===== config.mk =====
export PLATFORM = sky130hd
export DESIGN_NAME = pipe_enq_arbiter_flat
export DESIGN_NICKNAME = d
export VERILOG_FILES = /design/src/rtl/pipe_enq_arbiter_if.sv /design/src/rtl/pipe_enq_arbiter.sv /design/src/flat_wrapper.sv
export SDC_FILE = /design/constraint.sdc
export NUM_CORES = 1
export LEC_CHECK = 0
export CORE_AREA = 10 10 106 203
export CTS_CLUSTER_DIAMETER = 100
export DETAILED_ROUTE_END_ITERATION = 10
export DIE_AREA = 0 0 116 213
export GPL_ROUTABILITY_DRIVEN = 0
export PLACE_DENSITY = 0.78
export REMOVE_ABC_BUFFERS = 1
export SLEW_MARGIN = 20
export SYNTH_ARGS = -nofsm -noshare
export SYNTH_HDL_FRONTEND = slang
export SYNTH_SLANG_ARGS = --single-unit
export TNS_END_PERCENT = 100

===== constraint.sdc =====
create_clock -name CLK -period 2 [get_ports CLK]
set_input_delay 0.5 -clock CLK [delete_from_list [all_inputs] [get_ports CLK]]
set_output_delay 0.5 -clock CLK [all_outputs]
set_load 0.005 [all_outputs]

===== src/rtl/pipe_enq_arbiter_if.sv =====
// Bundle of the two enqueue ports and the single outbound beat pipe
// around pipe_enq_arbiter. The slave modport is the arbiter's view and
// the master modport is the view of whatever drives it.
interface pipe_enq_arbiter_if;
  logic        in0_enq_ena;
  logic [95:0] in0_enq_v;
  logic        in0_enq_rdy;
  logic        in1_enq_ena;
  logic [95:0] in1_enq_v;
  logic        in1_enq_rdy;
  logic        out_enq_ena;
  logic [31:0] out_enq_v;
  logic        out_enq_last;
  logic        out_enq_src;
  logic        out_enq_rdy;

  modport slave (
    input  in0_enq_ena, in0_enq_v, in1_enq_ena, in1_enq_v, out_enq_rdy,
    output in0_enq_rdy, in1_enq_rdy, out_enq_ena, out_enq_v, out_enq_last, out_enq_src
  );

  modport master (
    output in0_enq_ena, in0_enq_v, in1_enq_ena, in1_enq_v, out_enq_rdy,
    input  in0_enq_rdy, in1_enq_rdy, out_enq_ena, out_enq_v, out_enq_last, out_enq_src
  );
endinterface


===== src/rtl/pipe_enq_arbiter.sv =====
// Two-input round-robin arbiter and serializer: each requester parks one
// 96-bit message in its own slot, and granted messages leave as three
// 32-bit beats, low word first, on a shared outbound pipe.
module pipe_enq_arbiter (
  input logic                CLK,
  input logic                nRST,
  pipe_enq_arbiter_if.slave  bus
);

  typedef enum logic [0:0] {StIdle, StSend} state_e;

  state_e      state_q;
  logic        sel_q;
  logic [1:0]  beat_q;
  logic        last_grant_q;
  logic [1:0]  full_q;
  logic [1:0]  full_d;
  logic [95:0] slot_q [2];
  logic        send;
  logic        release_slot;
  logic [95:0] cur_msg;
  logic [31:0] cur_word;

  assign send         = (state_q == StSend);
  // Final beat accepted downstream: frees the selected slot at this edge.
  assign release_slot = send && bus.out_enq_rdy && (beat_q == 2'd2);

  // Next full flags: release the sent slot, set on an accepted enqueue.
  always_comb begin
    full_d = full_q;
    if (release_slot) full_d[sel_q] = 1'b0;
    if (bus.in0_enq_ena) full_d[0] = 1'b1;
    if (bus.in1_enq_ena) full_d[1] = 1'b1;
  end

  // Grant/serialize state machine; decisions only see registered full flags.
  always_ff @(posedge CLK) begin
    if (!nRST) begin
      state_q      <= StIdle;
      sel_q        <= 1'b0;
      beat_q       <= 2'd0;
      last_grant_q <= 1'b1;
      full_q       <= 2'b00;
    end else begin
      full_q <= full_d;
      case (state_q)
        StIdle: begin
          beat_q <= 2'd0;
          if (full_q == 2'b11) begin
            sel_q   <= ~last_grant_q;
            state_q <= StSend;
          end else if (full_q[0]) begin
            sel_q   <= 1'b0;
            state_q <= StSend;
          end else if (full_q[1]) begin
            sel_q   <= 1'b1;
            state_q <= StSend;
          end
        end
        StSend: begin
          if (bus.out_enq_rdy) begin
            if (beat_q == 2'd2) begin
              beat_q       <= 2'd0;
              last_grant_q <= sel_q;
              state_q      <= StIdle;
            end else begin
              beat_q <= beat_q + 2'd1;
            end
          end
        end
        default: state_q <= StIdle;
      endcase
    end
  end

  // Message slots; contents are don't-care while empty, so no reset.
  always_ff @(posedge CLK) begin
    if (bus.in0_enq_ena) slot_q[0] <= bus.in0_enq_v;
    if (bus.in1_enq_ena) slot_q[1] <= bus.in1_enq_v;
  end

  // Pick the current beat out of the selected slot.
  always_comb begin
    cur_msg = slot_q[sel_q];
    case (beat_q)
      2'd0:    cur_word = cur_msg[31:0];
      2'd1:    cur_word = cur_msg[63:32];
      default: cur_word = cur_msg[95:64];
    endcase
  end

  // Port outputs, derived only from registered state and nRST/out RDY.
  always_comb begin
    bus.in0_enq_rdy  = nRST & ~full_q[0];
    bus.in1_enq_rdy  = nRST & ~full_q[1];
    bus.out_enq_ena  = nRST & send & bus.out_enq_rdy;
    bus.out_enq_v    = send ? cur_word : 32'd0;
    bus.out_enq_last = send & (beat_q == 2'd2);
    bus.out_enq_src  = send & sel_q;
  end

endmodule


===== src/flat_wrapper.sv =====
// flat-port wrapper written by rule: the top's interface ports become plain ports
module pipe_enq_arbiter_flat 
  (CLK, nRST, bus_in0_enq_ena, bus_in0_enq_v, bus_in1_enq_ena, bus_in1_enq_v, bus_out_enq_rdy, bus_in0_enq_rdy, bus_in1_enq_rdy, bus_out_enq_ena, bus_out_enq_v, bus_out_enq_last, bus_out_enq_src);
  pipe_enq_arbiter_if bus_i ();
  input logic CLK;
  input logic nRST;
  input wire logic [$bits(bus_i.in0_enq_ena)-1:0] bus_in0_enq_ena;
  input wire logic [$bits(bus_i.in0_enq_v)-1:0] bus_in0_enq_v;
  input wire logic [$bits(bus_i.in1_enq_ena)-1:0] bus_in1_enq_ena;
  input wire logic [$bits(bus_i.in1_enq_v)-1:0] bus_in1_enq_v;
  input wire logic [$bits(bus_i.out_enq_rdy)-1:0] bus_out_enq_rdy;
  output wire logic [$bits(bus_i.in0_enq_rdy)-1:0] bus_in0_enq_rdy;
  output wire logic [$bits(bus_i.in1_enq_rdy)-1:0] bus_in1_enq_rdy;
  output wire logic [$bits(bus_i.out_enq_ena)-1:0] bus_out_enq_ena;
  output wire logic [$bits(bus_i.out_enq_v)-1:0] bus_out_enq_v;
  output wire logic [$bits(bus_i.out_enq_last)-1:0] bus_out_enq_last;
  output wire logic [$bits(bus_i.out_enq_src)-1:0] bus_out_enq_src;
  assign bus_i.in0_enq_ena = bus_in0_enq_ena;
  assign bus_i.in0_enq_v = bus_in0_enq_v;
  assign bus_i.in1_enq_ena = bus_in1_enq_ena;
  assign bus_i.in1_enq_v = bus_in1_enq_v;
  assign bus_i.out_enq_rdy = bus_out_enq_rdy;
  assign bus_in0_enq_rdy = bus_i.in0_enq_rdy;
  assign bus_in1_enq_rdy = bus_i.in1_enq_rdy;
  assign bus_out_enq_ena = bus_i.out_enq_ena;
  assign bus_out_enq_v = bus_i.out_enq_v;
  assign bus_out_enq_last = bus_i.out_enq_last;
  assign bus_out_enq_src = bus_i.out_enq_src;
  pipe_enq_arbiter u_core (.CLK(CLK), .nRST(nRST), .bus(bus_i));
endmodule

==> results of run 1 <==
worst paths after layout:
| kind | startpoint | endpoint | cells after the start | slack [ns] |
|---|---|---|---|---|
| setup / recovery | u_core.beat_q[0] | bus_out_enq_v[19] | 6 | -0.38 |
| hold / removal | u_core.last_grant_q | u_core.last_grant_q | 2 | 0.50 |
| setup reg to reg | u_core.beat_q[1] | u_core.full_q[1] | 5 | 0.50 |
| hold reg to reg | u_core.last_grant_q | u_core.last_grant_q | 2 | 0.50 |
timing repair:
item	CTS	global route
gates resized for setup	204	50
pin swaps	49	36
buffers inserted	14	3
endpoints found under the setup margin	37	33
hold buffers	0	0
cloned	6	2
endpoints found under the hold margin	0	0
logic make-up after synthesis:
family / synth area share [%]
mux: 4.79
buf+inv: 2.72
flops: 73.7
compound gates: 8.74
simple gates: 10.1
synthesized netlist by cell type (7+ instances only):
cell type and count:
o21a_1 30, or3b_1 7, nand2_1 35, dfxtp_1 8
a21oi_1 31, a32oi_1 30, nor2_1 34, mux2i_1 34
clkbuf_1 10, buf_2 22, nand3b_1 54, edfxtp_1 192
sequential cells by signal (all words and copies together) (netlist names), named ones only:
| signal | flops |
|---|---|
| u_core.slot_q | 192 |
| u_core.full_q | 2 |
| u_core.last_grant_q | 1 |
| u_core.send | 1 |
| u_core.beat_q | 2 |
| u_core.sel_q | 1 |
cell type report:
class                      instances  area (um2)  share of cell area [%]
sequential                       200        5940                    49.2
timing repair buffer             287        3020                    25.0
multi-input combinational        277        2230                    18.5
clock buffer                      22         508                    4.21
tap                              216         270                    2.24
clock inverter                    10        67.6                   0.560
antenna                           12        30.0                   0.249
inverter                           1        3.75                  0.0311
power by group:
part           internal (W)  leakage (nW)  switching, W
clock               0.00181         0.273       0.00151
sequential          0.00495          1.95      0.000132
combinational      0.000781          1.93      0.000533
per-stage QoR:
step	power [W]	hold slack, ns
after global routing	0.0100	0.546
after detailed placement	0.00626	0.482
after global placement	0.00620	0.455
final	0.00972	0.505
after floorplan	0.00544	0.444
after CTS	0.00969	0.498
worst min-delay path, delay by kind of cell, from the launching register on:
family	cells	cell delay, ns
simple gates	1	0.06
flops	1	0.34
mux	1	0.08
layout by cell type, fill, tap and decap left out, types with 13 or more instances in the layout:
| master | instances |
|---|---|
| nor2_4 | 13 |
| a32oi_1 | 23 |
| buf_4 | 15 |
| buf_6 | 20 |
| nand2_1 | 35 |
| mux2i_1 | 20 |
| buf_2 | 25 |
| clkdlybuf4s50_1 | 195 |
| a21oi_1 | 28 |
| buf_12 | 14 |
| nand3b_1 | 54 |
| clkbuf_16 | 22 |
| edfxtp_1 | 192 |
| o21a_1 | 30 |
per-layer routing:
metal | vias to the layer above | global-route usage, % | routed length [um]
met1 | 2784 | 17.5 | 7880
met4 | 2 | 12.7 | 1040
li1 | 2553 | - | -
met3 | 55 | 4.75 | 1280
met5 | - | 0 | 10
met2 | 207 | 40.5 | 15900
==> impl_metrics.env, run 1 <==
export IMPL_timing_max_slew_rel_slack_pct=61.5
export IMPL_status="complete, but fails checks"
export IMPL_grt_ovfl_total=0
export IMPL_worstPathCellList="buf_6 > buf_6 > or3b_1 > a32oi_1 > o21a_1 > buf_2"
export IMPL_critical_path_peak_fanout=5
export IMPL_tritoncts="done"
export IMPL_cts_root_buf="clkbuf_16"
export IMPL_timing_final_hold_violations=0
export IMPL_clk_latency_ns=0.44
export IMPL_fin_area_um2=12100
export IMPL_grt_max_degree=59
export IMPL_pre_cts_ws_ns=-0.303
export IMPL_drt_wl_total_mm=26.1
export IMPL_max_clock_freq_mhz=421
export IMPL_power_leakage_nw=4.15
export IMPL_synth_area_leader_cell="edfxtp_1"
export IMPL_synth_cells=518
export IMPL_setup_viol=33
export IMPL_violations="setup timing"
export IMPL_post_route_drc=0
export IMPL_mappedNetlistArea_um2=8040
export IMPL_final_net_count=981
export IMPL_power_density_nw_per_um2=806
export IMPL_cts_max_level=4
export IMPL_grt_setup_unrepaired="yes"
export IMPL_core_area_um2=18200
export IMPL_timing_critical_path_required_ns=1.50
export IMPL_fin_ws_ns=-0.377
export IMPL_die_w_um=116
export IMPL_grt_total_usage_pct=20.6
export IMPL_crit_slowest_cell="dfxtp_4"
export IMPL_worst_setup_path_type="register to primary output"
export IMPL_synth_top_flop_cell="edfxtp_1"
export IMPL_skew_ns=0.0115
export IMPL_timing_critical_path_from_type="register"
export IMPL_finished_layout_cells=1025
export IMPL_antenna_found_initial=13
export IMPL_drt_first_iter_violations=366
export IMPL_worst_ep_arrival_time_ns=1.88
export IMPL_crit_top_cell="buf_6"
export IMPL_ioPinCount=234
export IMPL_drt_pass1_iterations=5
export IMPL_crit_buf_inv=3
export IMPL_vias_in_the_first_global_route=6223
export IMPL_place_hpwl_mm=17.5
export IMPL_count_of_flip_flops_with_a_built_in_enable_after_synthesis=192
export IMPL_rows=70
export IMPL_num_fill_cells=1278
export IMPL_design_die_area_um2=24700
export IMPL_timing_final_max_slew_violations=0
export IMPL_cp_slowest_stage_delay_ns=0.38
export IMPL_actual_transition_at_the_worst_max_transition_pin_ns=0.578
export IMPL_min_path_type="register to register"
export IMPL_synth_async_reset_ratio_pct=0
export IMPL_ir_drop_v=0.000721
export IMPL_finalCriticalPeriod_ns=2.38
export IMPL_cts_buffers=17
export IMPL_layout_drive_gt1_share_pct=21.7
export IMPL_synthToLayoutAreaGrowth_pct=50.1
export IMPL_placed_cells_incl_taps=958
export IMPL_dpl_instance_area_um2=10700
export IMPL_synth_seq_area_share_pct=73.7
export IMPL_initial_core_util_pct=44.1
export IMPL_setup_total_negative_slack_ns=-8.75
export IMPL_tritoncts_num_sinks=200
export IMPL_timing_final_crit_share_pct=119
export IMPL_maximum_count_of_clock_buffers_along_a_single_path=2
export IMPL_path_clk_slew_ns=0.08
export IMPL_grt_pass1_wl_mm=36.5
export IMPL_die_height_um=213
export IMPL_drv_cap=0
export IMPL_yosys_cell_types_count=30
export IMPL_critPathTopFamily="flip-flops"
export IMPL_post_drt_wl_per_cell_um=25.5
export IMPL_syn_mean_instance_area_um2=15.5
export IMPL_synth_largest_type_area_fraction_pct=71.7
export IMPL_num_vias=5601
export IMPL_end_kind="primary output"
export IMPL_synthTopCellsByArea="edfxtp_1, nand3b_1, mux2i_1"
export IMPL_ys_ff_latch=200
export IMPL_postRouteAntennaNets=0
export IMPL_yosys_warnings=0
export IMPL_vias_per_cell=5.46
export IMPL_port_buffer_count=233
export IMPL_post_route_util_pct=66.2
No activity file was read; power rests on OpenSTA's default activity.
==> run 2, diff against run 1 <==
--- a/config.mk
+++ b/config.mk
@@ -10,6 +10,7 @@
 export DETAILED_ROUTE_END_ITERATION = 10
 export DIE_AREA = 0 0 116 213
 export GPL_ROUTABILITY_DRIVEN = 0
+export GPL_TIMING_DRIVEN = 0
 export PLACE_DENSITY = 0.78
 export REMOVE_ABC_BUFFERS = 1
 export SLEW_MARGIN = 20
==> impl_metrics.env, run 2 (synthesis gave the netlist of run 1 again) <==
export IMPL_grt_max_degree=82
export IMPL_tritoncts="done"
export IMPL_cts_root_buf="clkbuf_16"
export IMPL_cp_slowest_stage_delay_ns=0.38
export IMPL_holdPathEnd="u_core.last_grant_q"
export IMPL_power_density_nw_per_um2=810
export IMPL_power_share_switching_pct=22.7
export IMPL_violations="setup timing"
export IMPL_drt_wl_total_mm=27.8
export IMPL_synthToLayoutAreaGrowth_pct=49.0
export IMPL_ioPinCount=234
export IMPL_die_w_um=116
export IMPL_antenna_found_initial=8
export IMPL_min_path_type="input pin to register"
export IMPL_skew_ns=0.00727
export IMPL_grt_total_usage_pct=21.7
export IMPL_finalCriticalPeriod_ns=2.51
export IMPL_timing_critical_path_required_ns=1.50
export IMPL_critical_path_peak_fanout=8
export IMPL_largest_reg_flops=192
export IMPL_vias_per_cell=5.54
export IMPL_cts_max_level=4
export IMPL_worst_setup_path_type="register to primary output"
export IMPL_final_net_count=993
export IMPL_power_report_internal_total_w=0.00750
export IMPL_final_cell_mix="clkdlybuf4s50_1, edfxtp_1, nand3b_1, nand2_1, mux2i_1"
export IMPL_crit_slowest_cell="dfxtp_4"
export IMPL_timing_final_max_slew_violations=0
export IMPL_timing_critical_path_from_type="register"
export IMPL_power_total_w=0.00970
export IMPL_maximum_count_of_clock_buffers_along_a_single_path=2
export IMPL_comb_power_share_pct=12.2
export IMPL_die_height_um=213
export IMPL_clk_latency_ns=0.43
export IMPL_min_delay_start="nRST"
export IMPL_power_leakage_nw=4.20
export IMPL_grt_setup_unrepaired="yes"
export IMPL_cts_buffers=17
export IMPL_actual_transition_at_the_worst_max_transition_pin_ns=0.459
export IMPL_num_vias=5722
export IMPL_crit_top_cell="buf_12"
export IMPL_port_buffer_count=233
export IMPL_setup_viol=33
export IMPL_r2r_setup_slack_ns=0.41
export IMPL_hold_path_cell_count=2
export IMPL_grt_use_met2_pct=41.8
export IMPL_reg2reg_from="u_core.beat_q[1]"
export IMPL_timing_final_crit_share_pct=125
export IMPL_design_die_area_um2=24700
export IMPL_grtUsageMet3_pct=4.61
export IMPL_drt_first_iter_violations=454
export IMPL_final_hold_worst_slack_ns=0.321
export IMPL_max_clock_freq_mhz=399
export IMPL_status="complete, but fails checks"
export IMPL_post_route_drc=0
export IMPL_placed_cells_incl_taps=932
export IMPL_worstPathCellList="buf_12 > buf_12 > buf_6 > buf_16 > nand3b_1 > a32oi_1 > o21a_1 > buf_2"
export IMPL_tritoncts_num_sinks=200
export IMPL_timing_max_slew_rel_slack_pct=69.4
export IMPL_fin_ws_ns=-0.506
export IMPL_regToRegEndpoint="u_core.full_q[1]"
export IMPL_layout_drive_gt1_share_pct=20.0
export IMPL_worst_ep_arrival_time_ns=2.01
export IMPL_num_fill_cells=1303
export IMPL_largest_register="u_core.slot_q"
export IMPL_path_clk_slew_ns=0.08
export IMPL_power_frac_seq_pct=52.0
export IMPL_finished_layout_cells=1032
export IMPL_busiest_layer="met2"
export IMPL_post_drt_wl_per_cell_um=26.9
export IMPL_rows=70
export IMPL_drv_cap=0
export IMPL_timing_final_hold_violations=0
export IMPL_grt_pass1_wl_mm=38.4
export IMPL_end_kind="primary output"
export IMPL_ir_drop_v=0.000632
export IMPL_power_clock_fraction_pct=35.7
export IMPL_largest_registers="u_core.slot_q x192, u_core.beat_q x2, u_core.full_q x2"
export IMPL_core_area_um2=18200
export IMPL_layout_cells_most_common="clkdlybuf4s50_1"
export IMPL_place_hpwl_mm=15.6
export IMPL_vias_in_the_first_global_route=6241
export IMPL_postRouteAntennaNets=0
export IMPL_drt_pass1_iterations=5
export IMPL_power_switching_w=0.00221
export IMPL_pre_cts_ws_ns=-1.07
export IMPL_initial_core_util_pct=44.1
export IMPL_grt_ovfl_total=0
export IMPL_met1_usage_pct=20.5
export IMPL_r2r_cells=7
[run 2: stage by stage]
| step | instance area (um2) | setup TNS [ns] | util (%) |
|---|---|---|---|
| final | 12000 | -13.57 | 65.8 |
| after global placement | 10400 | -618.27 | 57.2 |
| after global routing | 12000 | -15.54 | 65.8 |
| after CTS | 11800 | -13.56 | 64.9 |
| after floorplan | 7830 | -48.26 | - |
| after detailed placement | 10600 | -30.47 | 58.0 |
[run 2: power groups by stage]
stage          Combinational (W)  Sequential (W)  Clock, W
6_report                 0.00118         0.00505   0.00347
5_1_grt                  0.00126         0.00507   0.00366
4_1_cts                  0.00115         0.00504   0.00350
3_3_place_gp            0.000936         0.00523         0
3_5_place_dp             0.00101         0.00520         0
2_1_floorplan           0.000283         0.00516         0
[run 2: worst max path at each step]
stage | from | end | slack, ns | cells past startpoint
6_report | u_core.beat_q[1] | bus_out_enq_v[26] | -0.51 | 8
5_1_grt | u_core.beat_q[1] | bus_out_enq_v[3] | -0.56 | 7
4_1_cts | u_core.beat_q[1] | bus_out_enq_v[12] | -0.49 | 7
3_5_place_dp | u_core.beat_q[1] | bus_out_enq_v[10] | -1.07 | 5
3_3_place_gp | u_core.beat_q[1] | bus_out_enq_v[10] | -3.30 | 4
2_1_floorplan | register | bus_out_enq_v[30] | -1.70 | 2
[run 2: worst max-delay path, delay by kind of cell, from the launching register on]
family | cells | cell delay, ns
buffers and inverters | 5 | 0.66
DFF | 1 | 0.38
and+or+nand+nor | 1 | 0.15
AOI/OAI and AO/OA | 2 | 0.39
[run 2: per-layer routing]
metal  routed length (um)  part of all wire (%)
met2                16500                    59
met3                 1490                   5.4
met5                    8                 0.029
met1                 8730                    31
met4                 1030                   3.7
[run 2: final cells by class]
type	count	area (um2)	share of cell area, %
diodes	7	17.5	0.146
clock buffers	17	425	3.55
clock inverters	15	164	1.37
inverters	1	3.75	0.0313
multi-input cells	280	2000	16.7
flip-flops and latches	200	5940	49.6
well taps	216	270	2.26
repair buffers	296	3150	26.3
[run 2: what timing repair did]
action,4_1_cts,5_1_grt
hold buffers,0,0
pin swaps,71,31
gates resized for setup,176,31
setup buffers,45,7
setup endpoints to repair,37,36
gates cloned,9,1
